[config.mk]
export PLATFORM = sky130hd
export DESIGN_NAME = reset_monitor
export DESIGN_NICKNAME = d
export VERILOG_FILES = /design/src/rtl/reset_monitor.sv
export SDC_FILE = /design/constraint.sdc
export NUM_CORES = 1
export LEC_CHECK = 0
export CAP_MARGIN = 20
export CORE_UTILIZATION = 40
export DETAILED_ROUTE_END_ITERATION = 6
export GPL_TIMING_DRIVEN = 0
export SYNTH_ARGS = -nofsm -noshare
export SYNTH_HDL_FRONTEND = slang
export SYNTH_SLANG_ARGS = --single-unit
[constraint.sdc]
create_clock -name clk_100 -period 2.4 [get_ports clk_100]
set_input_delay 0.48 -clock clk_100 [delete_from_list [all_inputs] [get_ports clk_100]]
set_output_delay 0.48 -clock clk_100 [all_outputs]
set_load 0.03 [all_outputs]
[src/rtl/reset_monitor.sv]
// Reset request receiver: synchronises and glitch-filters the board reset request,
// drives a clean reset downstream, waits for init_done and records pulse statistics.
module reset_monitor #(
    parameter int unsigned MIN_LOW      = 16,
    parameter int unsigned INIT_TIMEOUT = 1_000_000,
    parameter int unsigned CNT_W        = 32
) (
    input  logic             clk_100,
    input  logic             rst_n,
    input  logic             rst_req_in,
    input  logic             init_done,
    input  logic             clr_err,
    output logic             sys_rst_n,
    output logic             rst_busy,
    output logic [CNT_W-1:0] low_width,
    output logic [CNT_W-1:0] high_period,
    output logic [15:0]      pulse_cnt,
    output logic [15:0]      glitch_cnt,
    output logic             meas_vld,
    output logic             err_glitch,
    output logic             err_timeout
);

    localparam int unsigned      FLT_W    = $clog2(MIN_LOW + 1);
    localparam int unsigned      TO_W     = $clog2(INIT_TIMEOUT + 1);
    localparam logic [FLT_W-1:0] FLT_LAST = FLT_W'(MIN_LOW - 1);
    localparam logic [TO_W-1:0]  TO_LAST  = TO_W'(INIT_TIMEOUT - 1);
    localparam logic [CNT_W-1:0] LO_START = CNT_W'(MIN_LOW);

    typedef enum logic [1:0] {
        RUN,
        FILT,
        RESET,
        WAIT_INIT
    } state_t;

    state_t           state;
    logic             req_meta;
    logic             req_s;
    logic [FLT_W-1:0] flt_cnt;
    logic [TO_W-1:0]  to_cnt;
    logic [CNT_W-1:0] hi_cnt;
    logic [CNT_W-1:0] lo_cnt;

    function automatic logic [CNT_W-1:0] sat_inc(input logic [CNT_W-1:0] v);
        return (&v) ? v : v + 1'b1;
    endfunction

    function automatic logic [15:0] sat_inc16(input logic [15:0] v);
        return (&v) ? v : v + 1'b1;
    endfunction

    // Synchroniser resets to the idle (high) level so reset release never looks like a request
    always_ff @(posedge clk_100) begin
        if (!rst_n) begin
            req_meta <= 1'b1;
            req_s    <= 1'b1;
        end else begin
            req_meta <= rst_req_in;
            req_s    <= req_meta;
        end
    end

    always_ff @(posedge clk_100) begin
        if (!rst_n) begin
            state       <= RESET;
            sys_rst_n   <= 1'b0;
            rst_busy    <= 1'b1;
            flt_cnt     <= '0;
            to_cnt      <= '0;
            hi_cnt      <= '0;
            lo_cnt      <= '0;
            low_width   <= '0;
            high_period <= '0;
            pulse_cnt   <= '0;
            glitch_cnt  <= '0;
            meas_vld    <= 1'b0;
            err_glitch  <= 1'b0;
            err_timeout <= 1'b0;
        end else begin
            meas_vld <= 1'b0;
            // Later set assignments below override this clear in the same cycle
            if (clr_err) begin
                err_glitch  <= 1'b0;
                err_timeout <= 1'b0;
            end
            case (state)
                RUN: begin
                    hi_cnt <= sat_inc(hi_cnt);
                    if (!req_s) begin
                        state   <= FILT;
                        flt_cnt <= FLT_W'(1);
                    end
                end
                FILT: begin
                    hi_cnt <= sat_inc(hi_cnt);
                    if (req_s) begin
                        state      <= RUN;
                        glitch_cnt <= sat_inc16(glitch_cnt);
                        err_glitch <= 1'b1;
                    end else if (flt_cnt == FLT_LAST) begin
                        state       <= RESET;
                        sys_rst_n   <= 1'b0;
                        rst_busy    <= 1'b1;
                        high_period <= hi_cnt;
                        lo_cnt      <= LO_START;
                    end else begin
                        flt_cnt <= flt_cnt + 1'b1;
                    end
                end
                RESET: begin
                    if (req_s) begin
                        state     <= WAIT_INIT;
                        sys_rst_n <= 1'b1;
                        to_cnt    <= '0;
                        hi_cnt    <= CNT_W'(1);
                        // lo_cnt is zero only when leaving the power-on reset
                        if (lo_cnt != '0) begin
                            low_width <= lo_cnt;
                            pulse_cnt <= sat_inc16(pulse_cnt);
                        end
                    end else begin
                        lo_cnt <= sat_inc(lo_cnt);
                    end
                end
                WAIT_INIT: begin
                    hi_cnt <= sat_inc(hi_cnt);
                    to_cnt <= to_cnt + 1'b1;
                    if (!req_s) begin
                        state    <= FILT;
                        flt_cnt  <= FLT_W'(1);
                        rst_busy <= 1'b0;
                    end else if (init_done) begin
                        state    <= RUN;
                        rst_busy <= 1'b0;
                        meas_vld <= 1'b1;
                    end else if (to_cnt == TO_LAST) begin
                        state       <= RUN;
                        rst_busy    <= 1'b0;
                        err_timeout <= 1'b1;
                        meas_vld    <= 1'b1;
                    end
                end
                default: state <= RESET;
            endcase
        end
    end

endmodule

After elaboration in Yosys (flattened, before gate mapping)
Cells that the tools add are included.

word-level totals
  register bits after elaboration = 194
  input port bits = 5
  logic and storage cells = 107

operators by class
  add/subtract/negate cells = 6
  equality and inequality tests = 16
  mux-type cells = 42
  bitwise gates (word level) = 3
  reductions and logical operators = 24

operators by type and width
  operator                                                               count
  32-bit two-way mux                                                     6
  32-bit one-hot mux with 2 select lines                                 2
  32-bit by 1-bit adder with 32-bit output, second input constant        2
  32-bit AND reduction                                                   2
  20-bit one-hot mux with 2 select lines                                 1
  16-bit by 1-bit adder with 16-bit output, second input constant        2
  16-bit AND reduction                                                   2
  32-bit nonzero test                                                    1
  20-bit by 1-bit adder with 20-bit output, second input constant        1
  20-bit equality test, second input constant                            1
  20-bit two-way mux                                                     1
  4-bit AND reduction                                                    5
  1-bit two-way mux                                                      18
  2-bit != test, second input constant                                   9
  5-bit two-way mux                                                      3
  2-bit two-way mux                                                      7
  3-bit AND reduction                                                    4
  5-bit one-hot mux with 2 select lines                                  1
  2-bit one-hot mux with 4 select lines                                  1
  2-bit nonzero test                                                     4
  5-bit by 1-bit adder with 5-bit output, second input constant          1
  5-bit by 4-bit equality test with 1-bit output, second input constant  1
  5-bit AND reduction                                                    1
  2-bit equality test, second input constant                             2
  9 further kinds                                                        13

Longest topological paths before layout
Gate-level depths: netlist of run 1.

  depth after elaboration = 5
  depth in mapped cells = 10
  mapped depth without buffers = 8

Worst setup path after synthesis of run 1
No wires, ideal clock.

  path kind = reg2reg
  start point = reg flt_cnt[0]
  end point = reg lo_cnt[16]
  library setup time = 0.070 ns
  arrival time = 2.299 ns
  required time = 2.330 ns
  setup slack = 0.031 ns
  cell stages (with the launch flop) = 10
  path buffers = 1
  clock period less this slack = 2.369 ns
  path through = dfxtp_1 > ha_1 > and3_1 > ha_1 > mux2i_1 > or2_1 > clkbuf_2 > or4_1 > or3_1 > a21oi_1

between the ends
  cells in the longest elaborated chain, start to end = 3

ends and longest elaborated chain
  element                                         line  text
  from (decl)                                     40    logic [FLT_W-1:0] flt_cnt;
  from (signal assigned)                          108   flt_cnt <= flt_cnt + 1'b1;
  5-bit by 4-bit equality test with 1-bit output  101   end else if (flt_cnt == FLT_LAST) begin
  2-bit != test (no source line)                  -
  5-bit AND reduction (no source line)            -
  to (signal assigned)                            123   lo_cnt <= sat_inc(lo_cnt);
  to (decl)                                       43    logic [CNT_W-1:0] lo_cnt;

No other way between the ends.
A chain may end at the register's enable or synchronous reset.

Worst setup path after layout of run 1
Same ends and word-level chain as after synthesis.

==> results of run 1 <==
## per-stage QoR
| stage | std cells | power [mW] | hold WS, ns | utilization (%) |
|---|---|---|---|---|
| floorplan | 1086 | 4.270 | 0.3863 | - |
| global placement | 1471 | 4.659 | 0.3978 | 47.63 |
| detailed placement | 1471 | 4.667 | 0.3925 | 47.63 |
| CTS | 1504 | 7.798 | 0.4104 | 50.96 |
| global route | 1505 | 8.143 | 0.4247 | 51.50 |
| finish | 1505 | 7.797 | 0.4093 | 51.50 |
## synthesized netlist by cell type, types with 3 or more instances
cell	count
xor2_1	10
nand4_1	36
and4_1	16
buf_2	15
xnor2_1	12
buf_4	3
a31oi_1	6
nor2_1	81
o21a_1	5
o41ai_1	4
or4_1	43
o21ai_0	36
mux2i_1	42
nor3_1	11
o21ai_1	12
nand3b_1	6
a21o_1	4
nand2_1	130
o2111ai_1	4
o211ai_1	7
a21oi_1	109
clkbuf_1	44
ha_1	13
or3_1	34
nor4_1	14
nand4b_1	3
a41o_1	3
nor2b_1	5
nand3_1	51
inv_1	19
o31ai_1	32
and3_1	15
nand2b_1	10
and2_1	12
dfxtp_1	194
## flip-flops by register name (all words and copies together) (netlist names), named ones only
register,cells
flt_cnt,5
err_timeout,1
to_cnt,20
high_period,32
req_meta,1
err_glitch,1
rst_busy,1
low_width,32
lo_cnt,32
req_s,1
state,1
meas_vld,1
glitch_cnt,16
pulse_cnt,16
sys_rst_n,1
hi_cnt,32
## kinds of logic (layout without fill, tap and decap cells)
kind of cell	after synthesis	count (layout)
DFF	194	194
AOI/OAI and AO/OA	241	241
adders and majority gates	13	13
xor gates and xnor gates	22	22
buffers and inverters	87	226
muxes	43	43
and+or+nand+nor	486	486
## cells in the final DEF, fill, tap and decap left out, types with 6 or more instances in the layout
master | netlist | final
o21ai_1 | 12 | 10
nor3_1 | 11 | 11
xor2_1 | 10 | 10
clkbuf_16 | 0 | 17
o211ai_1 | 7 | 7
or4_1 | 43 | 43
buf_4 | 3 | 10
o31ai_1 | 32 | 32
ha_1 | 13 | 11
a31oi_1 | 6 | 6
clkbuf_1 | 44 | 33
clkbuf_2 | 2 | 12
nand3b_1 | 6 | 6
nand3_1 | 51 | 51
nor4_1 | 14 | 11
clkdlybuf4s50_1 | 0 | 105
and3_1 | 15 | 14
or3_1 | 34 | 34
dfxtp_1 | 194 | 190
xnor2_1 | 12 | 12
nand4_1 | 36 | 36
buf_2 | 15 | 8
mux2i_1 | 42 | 40
nor2_1 | 81 | 80
a21oi_1 | 109 | 109
and2_1 | 12 | 12
nand2_1 | 130 | 130
buf_6 | 2 | 6
nand2b_1 | 10 | 9
o21ai_0 | 36 | 36
inv_1 | 19 | 18
and4_1 | 16 | 16
## worst max-delay path: stages (launching register included)
cell,delay (ns)
dfxtp_4,0.37
ha_4,0.14
and3_4,0.19
ha_4,0.17
mux2i_4,0.10
or2_4,0.29
or4_1,0.53
or3_1,0.32
a21oi_1,0.14
## power groups by stage
stage,Sequential [mW],Combinational [mW],Clock (mW)
floorplan,3.47,0.795,0
global placement,3.45,1.21,0
detailed placement,3.45,1.21,0
CTS,3.39,1.29,3.12
global route,3.41,1.45,3.28
finish,3.40,1.33,3.07
## cell type report
cell class / instances / area (um^2) / area share (%)
sequential: 194 / 3896 / 34.24
inverter: 20 / 75.07 / 0.6598
clock buffer: 21 / 450.4 / 3.959
clock inverter: 11 / 175.2 / 1.539
multi-input combinational: 805 / 5002 / 43.96
timing repair buffer: 111 / 1096 / 9.633
tap: 280 / 350.3 / 3.079
buffer: 63 / 332.8 / 2.925
## worst paths after layout
path / endpoint / slack [ns] / cells after the start / start
hold / removal: req_s / 0.41 / 1 / req_meta
setup / recovery: lo_cnt[16] / 0.06 / 8 / flt_cnt[0]
setup reg to reg: lo_cnt[16] / 0.06 / 8 / flt_cnt[0]
hold reg to reg: req_s / 0.41 / 1 / req_meta
## timing repair
action / 4_1_cts / 5_1_grt
resized for setup: 26 / 39
setup buffers: 4 / 2
pin swaps: 3 / 5
setup endpoints to repair: 120 / 120
## metal layers
metal	GRT usage, %	routed length (um)
met2	34.38	11320
met1	31.25	12540
met4	5.724	298
met5	0	0
met3	3.487	1118
==> run_summary.xml, run 1 <==
<?xml version="1.0" encoding="UTF-8"?>
<metrics>
  <group name="floorplan">
    <metric name="num_rows" unit="">54</metric>
    <metric name="floorplan.die.width" unit="um">153.0</metric>
    <metric name="initial_core_utilization" unit="%">41.28</metric>
    <metric name="placeable_area" unit="um^2">22090</metric>
    <metric name="die_height" unit="um">153.0</metric>
    <metric name="pin_count" unit="">106</metric>
    <metric name="floorplan.die_area" unit="um^2">23410</metric>
  </group>
  <group name="timing">
    <metric name="number_of_endpoints_failing_setup_at_the_final_stage" unit="">0</metric>
    <metric name="finClkSkew" unit="ns">0.01142</metric>
    <metric name="timing.final.hold_violations" unit="">0</metric>
    <metric name="min_period_over_period" unit="%">97.51</metric>
    <metric name="tightestPinTransition" unit="ns">0.8410</metric>
    <metric name="tns" unit="ns">0</metric>
    <metric name="timing.slew.headroom" unit="%">43.41</metric>
    <metric name="fmax" unit="GHz">0.4273</metric>
    <metric name="layout_min_cycle_time" unit="ns">2.340</metric>
    <metric name="worst_slack" unit="ns">0.05985</metric>
    <metric name="grt_setup_unrepaired" unit="">true</metric>
    <metric name="timing.final.max_slew_violations" unit="">0</metric>
  </group>
  <group name="global_routing">
    <metric name="overflow" unit="">0</metric>
    <metric name="first_global_vias" unit="">7928</metric>
    <metric name="antenna_found_initial" unit="">0</metric>
    <metric name="grt_pass1_wl" unit="um">41720</metric>
    <metric name="grt.total_usage" unit="%">21.95</metric>
    <metric name="grt_max_degree" unit="">17</metric>
  </group>
  <group name="route">
    <metric name="drtIter0Drc" unit="">611</metric>
    <metric name="vias_per_instance" unit="">5.710</metric>
    <metric name="drt-wirelength-per-cell" unit="um">16.80</metric>
    <metric name="detail_route.drc_violations" unit="">0</metric>
    <metric name="vias" unit="">8593</metric>
    <metric name="postRouteAntennaNets" unit="">0</metric>
    <metric name="detail_route.wirelength" unit="um">25280</metric>
    <metric name="drt_pass_1_iters" unit="">5</metric>
  </group>
  <group name="placed_design">
    <metric name="place_area" unit="um^2">10520</metric>
    <metric name="post-dp-hpwl" unit="um">17840</metric>
    <metric name="port_buffers" unit="">105</metric>
    <metric name="place.gp.congestion" unit="">0.8532</metric>
    <metric name="placement.setup.worst_slack" unit="ns">-0.3407</metric>
  </group>
  <group name="cells_and_area">
    <metric name="design.final.nets" unit="">1230</metric>
    <metric name="num-fill-cells" unit="">2152</metric>
    <metric name="finalInstanceArea" unit="um^2">11380</metric>
    <metric name="antenna_cells" unit="">0</metric>
    <metric name="layout-area-overhead-vs-synth" unit="%">24.75</metric>
    <metric name="drive_gt1_share" unit="%">8.245</metric>
  </group>
  <group name="synth">
    <metric name="synth.distinct_cells" unit="">68</metric>
    <metric name="synthTopCellsByArea" unit="">dfxtp_1, a21oi_1, nand2_1, mux2i_1, or4_1</metric>
    <metric name="synth_area_in_xor_xnor" unit="%">2.112</metric>
    <metric name="mappedNetlistArea" unit="um^2">9121</metric>
    <metric name="synth.largest_area_cell" unit="">dfxtp_1</metric>
    <metric name="yosysSeqAreaShare" unit="%">42.58</metric>
    <metric name="synthArstFlopShare" unit="%">0</metric>
    <metric name="flip_flop_and_latch_count_after_synthesis" unit="">194</metric>
    <metric name="yosys_warnings" unit="">0</metric>
    <metric name="syn_nets" unit="">1104</metric>
    <metric name="synth_mux_area_share" unit="%">4.733</metric>
    <metric name="postSynthAreaPerCell" unit="um^2">8.399</metric>
    <metric name="synth-compound-area-share" unit="%">15.99</metric>
    <metric name="post_synth_and_or_nand_nor_area_fraction" unit="%">28.70</metric>
    <metric name="dominant_combinational_cell_family_by_area_after_synthesis" unit="">simple AND/OR/NAND/NOR gates</metric>
    <metric name="synth_largest_type_area_fraction" unit="%">42.58</metric>
    <metric name="yosys.area_share.adder" unit="%">1.783</metric>
    <metric name="edff_count_synth" unit="">0</metric>
    <metric name="synthFlopType" unit="">dfxtp_1</metric>
    <metric name="post_synth_inst_count" unit="">1086</metric>
  </group>
  <group name="setup_path">
    <metric name="crit_arrival" unit="ns">2.70</metric>
    <metric name="timing_worst_setup_path_type" unit="">flip-flop to flip-flop</metric>
    <metric name="crit_path_start_kind" unit="">flip-flop</metric>
    <metric name="worst_ep_required_time" unit="ns">2.76</metric>
    <metric name="cp_capture_type" unit="">flip-flop</metric>
    <metric name="crit_path_max_fanout" unit="">6</metric>
  </group>
  <group name="cts">
    <metric name="cts_hold_buf" unit="">0</metric>
    <metric name="cts-htree-levels" unit="">4</metric>
    <metric name="cts_buffers" unit="">17</metric>
    <metric name="cts.clk_slew.worst_paths" unit="ns">0.07</metric>
    <metric name="max_buffers_root_to_sink" unit="">2</metric>
    <metric name="clock_tree.root_cell" unit="">clkbuf_16</metric>
    <metric name="clock_tree_from_tritoncts" unit="">done</metric>
    <metric name="worstSkewPairLatency" unit="ns">0.43</metric>
    <metric name="cts_num_sinks" unit="">194</metric>
  </group>
  <group name="pwr">
    <metric name="internal_power" unit="mW">5.552</metric>
    <metric name="irDropWorstVdd" unit="uV">545.3</metric>
    <metric name="total_net_switching_power" unit="mW">2.245</metric>
    <metric name="clock_power_share" unit="%">39.3</metric>
    <metric name="power.share.combinational" unit="%">17.1</metric>
    <metric name="swShare" unit="%">28.79</metric>
    <metric name="power.sequential.fraction" unit="%">43.6</metric>
    <metric name="power_density" unit="nW/um^2">685.2</metric>
    <metric name="leakagePower" unit="nW">3.927</metric>
  </group>
  <group name="min_path">
    <metric name="worstHoldPathType" unit="">flip-flop to flip-flop</metric>
  </group>
  <group name="run_status">
    <metric name="status" unit="">finished, final reports clean</metric>
  </group>
  <group name="job">
    <metric name="max_cap_violations" unit="">0</metric>
  </group>
</metrics>
Power figures use the tool's default switching activity.
==> inputs of run 2 (changes only) <==
--- a/config.mk
+++ b/config.mk
@@ -8,7 +8,6 @@
 export CAP_MARGIN = 20
 export CORE_UTILIZATION = 40
 export DETAILED_ROUTE_END_ITERATION = 6
-export GPL_TIMING_DRIVEN = 0
 export SYNTH_ARGS = -nofsm -noshare
 export SYNTH_HDL_FRONTEND = slang
 export SYNTH_SLANG_ARGS = --single-unit
==> run_summary.xml, run 2 (same netlist as run 1, synthesis figures left out) <==
<?xml version="1.0" encoding="UTF-8"?>
<metrics>
  <group name="run_status">
    <metric name="status" unit="">finished, final reports clean</metric>
  </group>
  <group name="setup_path">
    <metric name="crit_path_largest_cell_delay" unit="ns">0.54</metric>
    <metric name="worst_ep_required_time" unit="ns">2.77</metric>
    <metric name="timing_worst_setup_path_type" unit="">flip-flop to flip-flop</metric>
    <metric name="critical_path_buf_inv_count" unit="">0</metric>
    <metric name="crit_path_start_kind" unit="">flip-flop</metric>
    <metric name="cp_capture_type" unit="">flip-flop</metric>
    <metric name="critical-path-slowest-cell" unit="">or4_4</metric>
    <metric name="path_cells" unit="">ha_2, and3_1, ha_2, mux2i_4, or2_4, or4_4, or3_1, a21oi_1</metric>
    <metric name="crit_path_max_fanout" unit="">7</metric>
    <metric name="critical_path.top_delay_family" unit="">simple AND/OR/NAND/NOR gates</metric>
    <metric name="crit_path_frequent_cell" unit="">ha_2</metric>
    <metric name="crit_arrival" unit="ns">2.67</metric>
  </group>
  <group name="placed_design">
    <metric name="place.gp.congestion" unit="">0.8410</metric>
    <metric name="cells_after_dpl" unit="">1484</metric>
    <metric name="post-dp-hpwl" unit="um">16720</metric>
    <metric name="port_buffers" unit="">105</metric>
  </group>
  <group name="route">
    <metric name="postRouteAntennaNets" unit="">0</metric>
    <metric name="drt_pass_1_iters" unit="">6</metric>
    <metric name="detail_route.drc_violations" unit="">0</metric>
    <metric name="vias_per_instance" unit="">5.597</metric>
    <metric name="vias" unit="">8513</metric>
    <metric name="drtIter0Drc" unit="">511</metric>
    <metric name="detail_route.wirelength" unit="um">23450</metric>
    <metric name="drt-wirelength-per-cell" unit="um">15.42</metric>
  </group>
  <group name="timing">
    <metric name="fmax" unit="GHz">0.4347</metric>
    <metric name="finClkSkew" unit="ns">0.01455</metric>
    <metric name="number_of_endpoints_failing_setup_at_the_final_stage" unit="">0</metric>
    <metric name="min_period_over_period" unit="%">95.85</metric>
    <metric name="timing.final.hold_violations" unit="">0</metric>
    <metric name="timing.slew.headroom" unit="%">62.51</metric>
    <metric name="layout_min_cycle_time" unit="ns">2.300</metric>
    <metric name="tns" unit="ns">0</metric>
    <metric name="worst_hold_margin" unit="ns">0.4112</metric>
    <metric name="tightestPinTransition" unit="ns">0.5615</metric>
    <metric name="timing.final.max_slew_violations" unit="">0</metric>
  </group>
  <group name="pwr">
    <metric name="power_density" unit="nW/um^2">660.9</metric>
    <metric name="leakagePower" unit="nW">4.093</metric>
    <metric name="irDropWorstVdd" unit="uV">552.3</metric>
    <metric name="report.power.total" unit="mW">7.649</metric>
  </group>
  <group name="global_routing">
    <metric name="first_global_vias" unit="">7716</metric>
    <metric name="grt_max_degree" unit="">37</metric>
    <metric name="grt_pass1_wl" unit="um">38850</metric>
    <metric name="antenna_found_initial" unit="">0</metric>
    <metric name="overflow" unit="">0</metric>
    <metric name="grt.total_usage" unit="%">20.07</metric>
  </group>
  <group name="cells_and_area">
    <metric name="most-common-layout-cells" unit="">dfxtp_1, nand2_1, a21oi_1</metric>
    <metric name="multi_input_comb_area" unit="um^2">4931</metric>
    <metric name="layout-area-overhead-vs-synth" unit="%">26.89</metric>
    <metric name="final_util" unit="%">52.38</metric>
    <metric name="finalNonFillerCells" unit="">1521</metric>
    <metric name="antenna_cells" unit="">0</metric>
    <metric name="area.sequential" unit="um^2">3887</metric>
    <metric name="final_common_cell" unit="">dfxtp_1</metric>
    <metric name="drive_gt1_share" unit="%">11.36</metric>
    <metric name="num-fill-cells" unit="">2078</metric>
    <metric name="design.final.nets" unit="">1246</metric>
  </group>
  <group name="cts">
    <metric name="cts.clk_slew.worst_paths" unit="ns">0.07</metric>
    <metric name="cts_buffers" unit="">17</metric>
    <metric name="cts-htree-levels" unit="">4</metric>
    <metric name="max_buffers_root_to_sink" unit="">2</metric>
    <metric name="cts_hold_buf" unit="">0</metric>
    <metric name="worstSkewPairLatency" unit="ns">0.43</metric>
    <metric name="clock_tree_from_tritoncts" unit="">done</metric>
    <metric name="clock_tree.root_cell" unit="">clkbuf_16</metric>
    <metric name="cts_num_sinks" unit="">194</metric>
  </group>
  <group name="floorplan">
    <metric name="num_rows" unit="">54</metric>
    <metric name="pin_count" unit="">106</metric>
    <metric name="floorplan.die_area" unit="um^2">23410</metric>
    <metric name="die_height" unit="um">153.0</metric>
    <metric name="floorplan.die.width" unit="um">153.0</metric>
    <metric name="initial_core_utilization" unit="%">41.28</metric>
    <metric name="placeable_area" unit="um^2">22090</metric>
  </group>
  <group name="min_path">
    <metric name="worstHoldPathType" unit="">flip-flop to flip-flop</metric>
  </group>
  <group name="job">
    <metric name="max_cap_violations" unit="">0</metric>
  </group>
</metrics>
[run 2: cell types whose count changed in the layout (fill, tap and decap cells not counted), moves of 3 or more]
cell      before  now
buf_4         10   80
clkbuf_1      33    3
clkbuf_2      12    0
buf_2          8    0
buf_6          6    0
buf_12         0    5
clkbuf_4       3    0
clkinv_2       1    4
dfxtp_4        3    0
[run 2: final timing paths]
kind	from	endpoint	slack (ns)	cells past startpoint
worst max-delay path	flt_cnt[1]	lo_cnt[16]	0.1	8
worst min-delay path	req_meta	req_s	0.41	1
worst max register to register	flt_cnt[1]	lo_cnt[16]	0.1	8
worst min register to register	req_meta	req_s	0.41	1
[run 2: where the power goes]
group          total (mW)  internal [mW]  switching [mW]  leakage [nW]
combinational        1.43          0.591           0.838          2.25
sequential           3.37           3.30          0.0752          1.57
clock                2.85           1.57            1.28         0.282
total                7.65           5.46            2.19          4.09
[run 2: metrics by stage]
step	cell area (um^2)	setup slack (ns)
6_report	11570	0.09963
5_1_grt	11570	-0.04570
4_1_cts	11480	0.02366
3_5_place_dp	10900	-0.001313
3_3_place_gp	10900	0.02740
2_1_floorplan	9121	0.03073
[run 2: per-layer routing]
layer,GRT usage (%),wire length (um),vias to the layer above
met3,2.920,720,30
met5,0,0,-
met1,27.83,11700,4051
met2,31.67,10600,159
li1,-,-,4273
met4,7.167,434,0
[run 2: cell type report]
class	instances	area share, %
timing repair buffer	190	15.14
clock inverter	11	1.092
clock buffer	21	3.892
tap	280	3.027
sequential	194	33.59
multi-input combinational	805	42.61
inverter	20	0.6595
[run 2: what timing repair did]
action,CTS,global route
pin swaps,0,4
setup endpoints to repair,1,57
buffers inserted,0,5
resized for setup,1,15
[run 2: worst reg2reg max path, cell delays in order (launching register included)]
cell	delay [ns]
dfxtp_2	0.34
ha_2	0.18
and3_1	0.16
ha_2	0.20
mux2i_4	0.10
or2_4	0.28
or4_4	0.54
or3_1	0.31
a21oi_1	0.14
